===== config.mk =====
export PLATFORM = sky130hd
export DESIGN_NAME = dmem_responder
export DESIGN_NICKNAME = d
export VERILOG_FILES = /design/src/rtl/dmem_responder.sv
export SDC_FILE = /design/constraint.sdc
export NUM_CORES = 2
export LEC_CHECK = 0
export CORE_ASPECT_RATIO = 1.25
export CORE_MARGIN = 2
export CORE_UTILIZATION = 30
export CTS_CLUSTER_SIZE = 8
export DETAILED_ROUTE_END_ITERATION = 16
export PLACE_DENSITY = 0.49
export SYNTH_ARGS = -nofsm -noshare
export SYNTH_HDL_FRONTEND = slang
export SYNTH_SLANG_ARGS = --single-unit

===== constraint.sdc =====
create_clock -name clk -period 6.45 [get_ports clk]
set_input_delay 0.9675 -clock clk [delete_from_list [all_inputs] [get_ports clk]]
set_output_delay 0.9675 -clock clk [all_outputs]
set_load 0.02 [all_outputs]

===== src/rtl/dmem_responder.sv =====
// Single-ported data-memory responder: accepts one load/store at a time, inserts
// WAIT_CYCLES wait states, then holds the response until the initiator takes it.
module dmem_responder #(
   parameter int ADDR_W      = 8,
   parameter int WAIT_CYCLES = 2
) (
   input  logic        clk,
   input  logic        rst,
   input  logic        req_valid,
   output logic        req_ready,
   input  logic        req_write,
   input  logic [15:0] req_addr,
   input  logic [15:0] req_wdata,
   output logic        resp_valid,
   input  logic        resp_ready,
   output logic [15:0] resp_rdata,
   output logic        resp_err
);

   localparam int         DEPTH   = 2 ** ADDR_W;
   localparam logic [3:0] WAIT_LD = 4'(WAIT_CYCLES);

   typedef enum logic [1:0] {
      IDLE = 2'd0,
      WAIT = 2'd1,
      RESP = 2'd2
   } state_t;

   state_t       state_reg, state_next;
   logic [3:0]   cnt_reg, cnt_next;
   logic         write_reg;
   logic [15:0]  addr_reg;
   logic [15:0]  wdata_reg;
   logic         err_reg;
   logic         rd_ok_reg;

   logic         accept;
   logic         enter_resp;
   logic         cur_write;
   logic [15:0]  cur_addr;
   logic [15:0]  cur_wdata;
   logic [15:0]  high_mask;
   logic         misalign;
   logic         out_of_range;
   logic         req_err;
   logic [ADDR_W-1:0] idx;
   logic         mem_we;
   logic         mem_re;

   logic [15:0]  mem [0:DEPTH-1];
   logic [15:0]  mem_q;

   // With zero wait states RESP is entered on the accept edge itself, before the
   // request registers are loaded, so the live request inputs are used there.
   assign cur_write = (state_reg == IDLE) ? req_write : write_reg;
   assign cur_addr  = (state_reg == IDLE) ? req_addr  : addr_reg;
   assign cur_wdata = (state_reg == IDLE) ? req_wdata : wdata_reg;

   generate
      for (genvar gi = 0; gi < 16; gi++) begin : g_high_mask
         assign high_mask[gi] = (gi > ADDR_W) ? 1'b1 : 1'b0;
      end
   endgenerate

   assign misalign     = cur_addr[0];
   assign out_of_range = |(cur_addr & high_mask);
   assign req_err      = misalign | out_of_range;
   assign idx          = cur_addr[ADDR_W:1];

   assign accept = (state_reg == IDLE) && req_valid;

   always_comb begin
      state_next = state_reg;
      cnt_next   = cnt_reg;
      enter_resp = 1'b0;
      case (state_reg)
         IDLE: begin
            if (accept) begin
               if (WAIT_LD == 4'd0) begin
                  state_next = RESP;
                  enter_resp = 1'b1;
               end else begin
                  state_next = WAIT;
                  cnt_next   = WAIT_LD;
               end
            end
         end
         WAIT: begin
            cnt_next = cnt_reg - 4'd1;
            if (cnt_reg <= 4'd1) begin
               state_next = RESP;
               cnt_next   = 4'd0;
               enter_resp = 1'b1;
            end
         end
         RESP: begin
            if (resp_ready) begin
               state_next = IDLE;
            end
         end
         default: begin
            state_next = IDLE;
            cnt_next   = 4'd0;
         end
      endcase
   end

   always_ff @(posedge clk or posedge rst) begin
      if (rst) begin
         state_reg <= IDLE;
         cnt_reg   <= 4'd0;
         write_reg <= 1'b0;
         addr_reg  <= 16'h0000;
         wdata_reg <= 16'h0000;
         err_reg   <= 1'b0;
         rd_ok_reg <= 1'b0;
      end else begin
         state_reg <= state_next;
         cnt_reg   <= cnt_next;
         if (accept) begin
            write_reg <= req_write;
            addr_reg  <= req_addr;
            wdata_reg <= req_wdata;
         end
         if (enter_resp) begin
            err_reg   <= req_err;
            rd_ok_reg <= ~cur_write & ~req_err;
         end
      end
   end

   // Gating with rst keeps an edge that coincides with reset from committing a store.
   assign mem_we = enter_resp & cur_write & ~req_err & ~rst;
   assign mem_re = enter_resp & ~cur_write & ~req_err & ~rst;

   always_ff @(posedge clk) begin
      if (mem_we) begin
         mem[idx] <= cur_wdata;
      end
      if (mem_re) begin
         mem_q <= mem[idx];
      end
   end

   assign req_ready  = (state_reg == IDLE);
   assign resp_valid = (state_reg == RESP);
   assign resp_err   = resp_valid & err_reg;
   assign resp_rdata = (resp_valid && rd_ok_reg) ? mem_q : 16'h0000;

endmodule


* After elaboration in Yosys (flattened, before gate mapping) *
Memory sizes are Yosys's and may differ from the RTL's. A register that Yosys moved wholly into a read port is not among the register bits.
Index checks and enable logic that the tools add are counted.

word-level totals
  bits in registers = 41
  RAM bits = 4096
  input port bits = 37
  output and inout bits = 19
  word-level logic and storage cells = 49
  memories = 1

operators by class
  add/sub/neg operators = 1
  order comparisons = 1
  equality and inequality tests = 5
  multiplexer cells = 15
  bitwise gates (word level) = 13
  reductions and logical operators = 6

memory list
  memory  depth  bits a word  read ports  clocked after Yosys merged registers in  wr ports  line  source
  mem     256    16           1           1                                        1         50    logic [15:0] mem [0:DEPTH-1];

operators by type and width
  operator                                                count
  2-to-1 mux 16 bit                                       3
  one-hot mux 4 bit (3 select lines)                      1
  AND 1 bit                                               8
  2-to-1 mux 4 bit                                        2
  OR reduction 7 bit                                      1
  2-to-1 mux 2 bit                                        3
  one-hot mux 2 bit (3 select lines)                      1
  2-to-1 mux 1 bit                                        5
  <= comparator 4 x 1 -> 1 bit (second input constant)    1
  inequality test 2 x 1 -> 1 bit (second input constant)  2
  NOT 1 bit                                               4
  subtractor 4 x 1 -> 4 bit (second input constant)       1
  AND reduction 3 bit                                     1
  == test 2 x 1 -> 1 bit (second input constant)          1
  == test 2 bit (second input constant)                   1
  logical AND 1 bit                                       2
  logical NOT 2 bit                                       1
  inequality test 2 bit (second input constant)           1
  AND reduction 2 bit                                     1
  bitwise OR 1 bit                                        1

* Depth between registers and ports, before layout *
  depth after elaboration = 9
  gate-level depth with buffers = 13
  depth with buffers taken out = 9

* Worst setup path before layout *
No wires, ideal clock.

  path type = reg2reg
  start = register state_reg[1]
  end = memory mem[0][10], data pin
  library setup time = 0.821 ns
  data arrival time = 5.218 ns
  data required time = 5.629 ns
  path slack = 0.411 ns
  cell stages (with the launch flop) = 11
  buffers on the path = 6
  period minus slack after synthesis = 6.039 ns
  path through = dfrtp_1 or2_1 buf_6 inv_2 buf_6 buf_6 clkbuf_1 buf_1 buf_1 nand2_1 nand2_1

on the way
  cells in the longest elaborated chain, start to end = 2

RTL lines
  element                 line  source
  start, declared         29    state_t state_reg, state_next;
  start signal, assigned  118   state_reg <= state_next;
  logical NOT 2 bit       --
  net req_ready           10    output logic req_ready,
  2-to-1 mux 16 bit       57    assign cur_wdata = (state_reg == IDLE) ? req_wdata : wdata_reg;
  net cur_wdata[10]       41    logic [15:0] cur_wdata;
  end, declared           50

The timed path passes the listed nets, and every way through them passes these cells.

* Worst setup path in the final report *
  start = register state_reg[0]
  end = register mem_q[6] (read register of mem), data pin

on the way
  cells in the longest elaborated chain, start to end = 7
  elaborated cells between the ends (all ways) = 12

RTL lines
  element                 line    source
  logical NOT 2 bit       55, 56
  2-to-1 mux 16 bit       56      assign cur_addr = (state_reg == IDLE) ? req_addr : addr_reg;
  OR reduction 7 bit      66      assign out_of_range = |(cur_addr & high_mask);
  bitwise OR 1 bit        67      assign req_err = misalign | out_of_range;
  NOT 1 bit               134     assign mem_re = enter_resp & ~cur_write & ~req_err & ~rst;
  AND 1 bit (2 in a row)  134
  end, declared           51      logic [15:0] mem_q;

Several ways; a longest one is shown, not always the timed one.
A chain may end at the register's enable or synchronous reset.

==> run metrics <==
HP Class=reg2reg; num rows=293; Die Ht=803 µm; Placed Cells=15.5k; global-route wire length before repair=691000 µm; ys async rst share=0.987%; r2r startpoint=state_reg[0]$_DFFE_PP0P_; Post-CTS Setup Inserts=0; WP buf/inv=3; Worst path top cell family by delay=compound AO/OA/AOI/OAI gates; number of synthesized flops with an enable pin=4112; Post-DP Area=166000 µm²; post-route cell area=182000 µm²; RSZ-0062 raised after global routing=false; final worst path period need=5710 ps; Pleak=0.0551 µW; Reg2Reg Depth=9; register area share after synthesis=81.3%; largest net degree at the start of global routing=169; max FFs per register=4096; period utilization=88.6%; setup TNS=0 ps; Layout Nets=9378; Slowest-stage cell, CP=a41oi_1; Worst Path Required=7110 ps; Netlist cell types=45; vias in the first global route=88.8k; syn_area_per_cell=17.6 µm²; number of buffers added on ports=55; CP Class=reg2reg; clk slew on worst S/H paths=50 ps; CP max FO=33; CP max stage delay=950 ps; Int Power=59100 µW; 1st-pass router iterations=5; initial cell density of the core=30.1%; predominant post-synthesis flop cell=edfxtp_1; violated checks=max-capacitance violations, max-slew violations; Final ANT Viol Nets=0; launch point of the worst hold path=wdata_reg[9]$_DFFE_PP0P_; # setup viols final=0; Synth Warn #=0; Reg power frac=39.0%; Critical Path Start Type=flop; sw frac=35.2%; Area growth syn-to-layout=18.8%; deepest clock path buffer count=4; Clock Latency Late Sink=960 ps; GRT Total Usage=18.5%; Hold Fails Final Rpt=0; share of cells above drive strength 1=14.9%; grt ovf=0; CP Cell Sequence=or2_1, inv_2, o31a_2, buf_4, buf_4, a21oi_1, o41ai_1, a41oi_1, or4_1; Final GP Congestion=0.811; routed vias/inst=5.43; most frequent cells in the layout=edfxtp_1, a22oi_1, a21oi_1; Arr. time, crit path=6370 ps; hold_buf cts=0; Post-Route WL=494000 µm; mapped cell area=153000 µm²; largest register by flop count=mem; max-cap violations=4; Highest Clock Rate=0.175 GHz; #FFs+latches synth=4153; pwr dens=502 nW/µm²; worst hold path depth=1; Least-Margin Pin Slew=1670 ps; final non-filler cell total=16.3k; DRC viols=0; most common cell after layout, fill and taps aside=edfxtp_1; Max VDD drop=0.627 mV; Ports=56; final slew viol count=115; Critical R2R Capture=mem_q[6]$_DFFE_PP_; WL per Instance=30.4 µm; Psw=32100 µW; status=complete, but fails checks; htree depth=6; core box area=509000 µm²; Resize count post-CTS=0; Comb pwr share=30.7%; Worst R2R Setup Slack=740 ps; Layout Skew=65.0 ps; Clock power frac=30.3%; die area=516000 µm²; Setup crit end kind=flop; CTS tree=done; CTS Root Buffer Type=clkbuf_16; Gate Count Post-Synth=8705; initial drt markers=9138; cell mode on critical path=buf_4; Max-slew headroom=-13.1%; initial antenna violation count=36; Total Power=91200 µW; hpwl dp=293000 µm; Synthesized Nets=8744; Die X=643 µm; CTS Sinks=4153; total CTS buffers=593; Hold Crit Endpoint=wdata_reg[9]$_DFFE_PP0P_; via total after detailed routing=88.3k
## per-layer routing
metal | vias to the layer above | wire length [µm] | share of wire, % | GRT usage (%)
met5 | - | 61 | 0.012 | 0
met4 | 10 | 22900 | 4.6 | 8.26
met3 | 831 | 27400 | 5.6 | 2.31
met2 | 3459 | 253000 | 51 | 32.5
met1 | 46580 | 191000 | 39 | 22.7
li1 | 37453 | - | - | -
## worst reg2reg max path, stage by stage, from the launching register on
cell and delay [ps]:
dfrtp_1 520, or2_1 310, inv_2 550, o31a_2 720
buf_4 420, buf_4 240, a21oi_1 50, o41ai_1 900
a41oi_1 950, or4_1 780
## cells by family after synthesis
kind of cell             share of synthesized area (%)
AO/OA/AOI/OAI                                     15.4
XOR/XNOR                                       0.00572
adder cells (fa/ha/maj)                         0.0163
buffers and inverters                             1.80
flip-flops                                        81.3
multiplexers                                     0.249
AND/OR/NAND/NOR                                   1.19
## power by group through the flow
stage	logic (µW)	clock network, µW	registers, µW
detailed placement	28200	0	36000
global route	29500	29100	35600
global placement	27700	0	36000
CTS	28200	28100	35500
finish	28000	27600	35600
floorplan	13900	0	37700
## synthesized netlist by cell type, types with 6 or more instances
master / n / area (µm²)
o21ai_0: 7 / 35.0
nand2b_1: 9 / 56.3
a21oi_1: 1026 / 5130
mux2_2: 33 / 372
buf_2: 157 / 786
buf_1: 53 / 199
a41oi_1: 64 / 561
or4_1: 17 / 128
buf_6: 6 / 67.6
edfxtp_1: 4112 / 123000
clkbuf_1: 439 / 1650
or3_1: 10 / 62.6
nor2_1: 265 / 995
and3_1: 17 / 106
o41ai_1: 256 / 2240
dfrtp_1: 41 / 1030
inv_1: 9 / 33.8
nand3_1: 8 / 40.0
o21a_1: 6 / 45.0
nand2_1: 79 / 297
a22oi_1: 2048 / 15400
## area by class of cell
class                      instances  area, µm²
tap                             6785       8490
antenna                           69        173
timing repair buffer             696       6480
inverter                          10       37.5
clock inverter                    22        303
sequential                      4153     125000
clock buffer                     642      15600
multi-input combinational       3885      26300
fill                           47397     327000
## stage by stage
| stage | setup slack, ps | hold slack (ps) | utilization, % |
|---|---|---|---|
| floorplan | 411 | 457 | - |
| global placement | 508 | 475 | 32.6 |
| detailed placement | 440 | 495 | 32.6 |
| CTS | 777 | 506 | 35.7 |
| global route | 695 | 511 | 35.7 |
| finish | 737 | 503 | 35.8 |
## worst max path at each step
| stage | depth (start not counted) | to | from |
|---|---|---|---|
| 2_1_floorplan | 10 | mem[0][10]$_DFFE_PP_ | state_reg[1]$_DFFE_PP0P_ |
| 3_3_place_gp | 11 | mem_q[2]$_DFFE_PP_ | req_addr[2] |
| 3_5_place_dp | 11 | mem_q[2]$_DFFE_PP_ | req_addr[2] |
| 4_1_cts | 11 | mem_q[2]$_DFFE_PP_ | state_reg[0]$_DFFE_PP0P_ |
| 5_1_grt | 11 | mem_q[13]$_DFFE_PP_ | state_reg[0]$_DFFE_PP0P_ |
| 6_report | 9 | mem_q[6]$_DFFE_PP_ | state_reg[0]$_DFFE_PP0P_ |
Note: power is estimated with default switching activity, not from simulation.
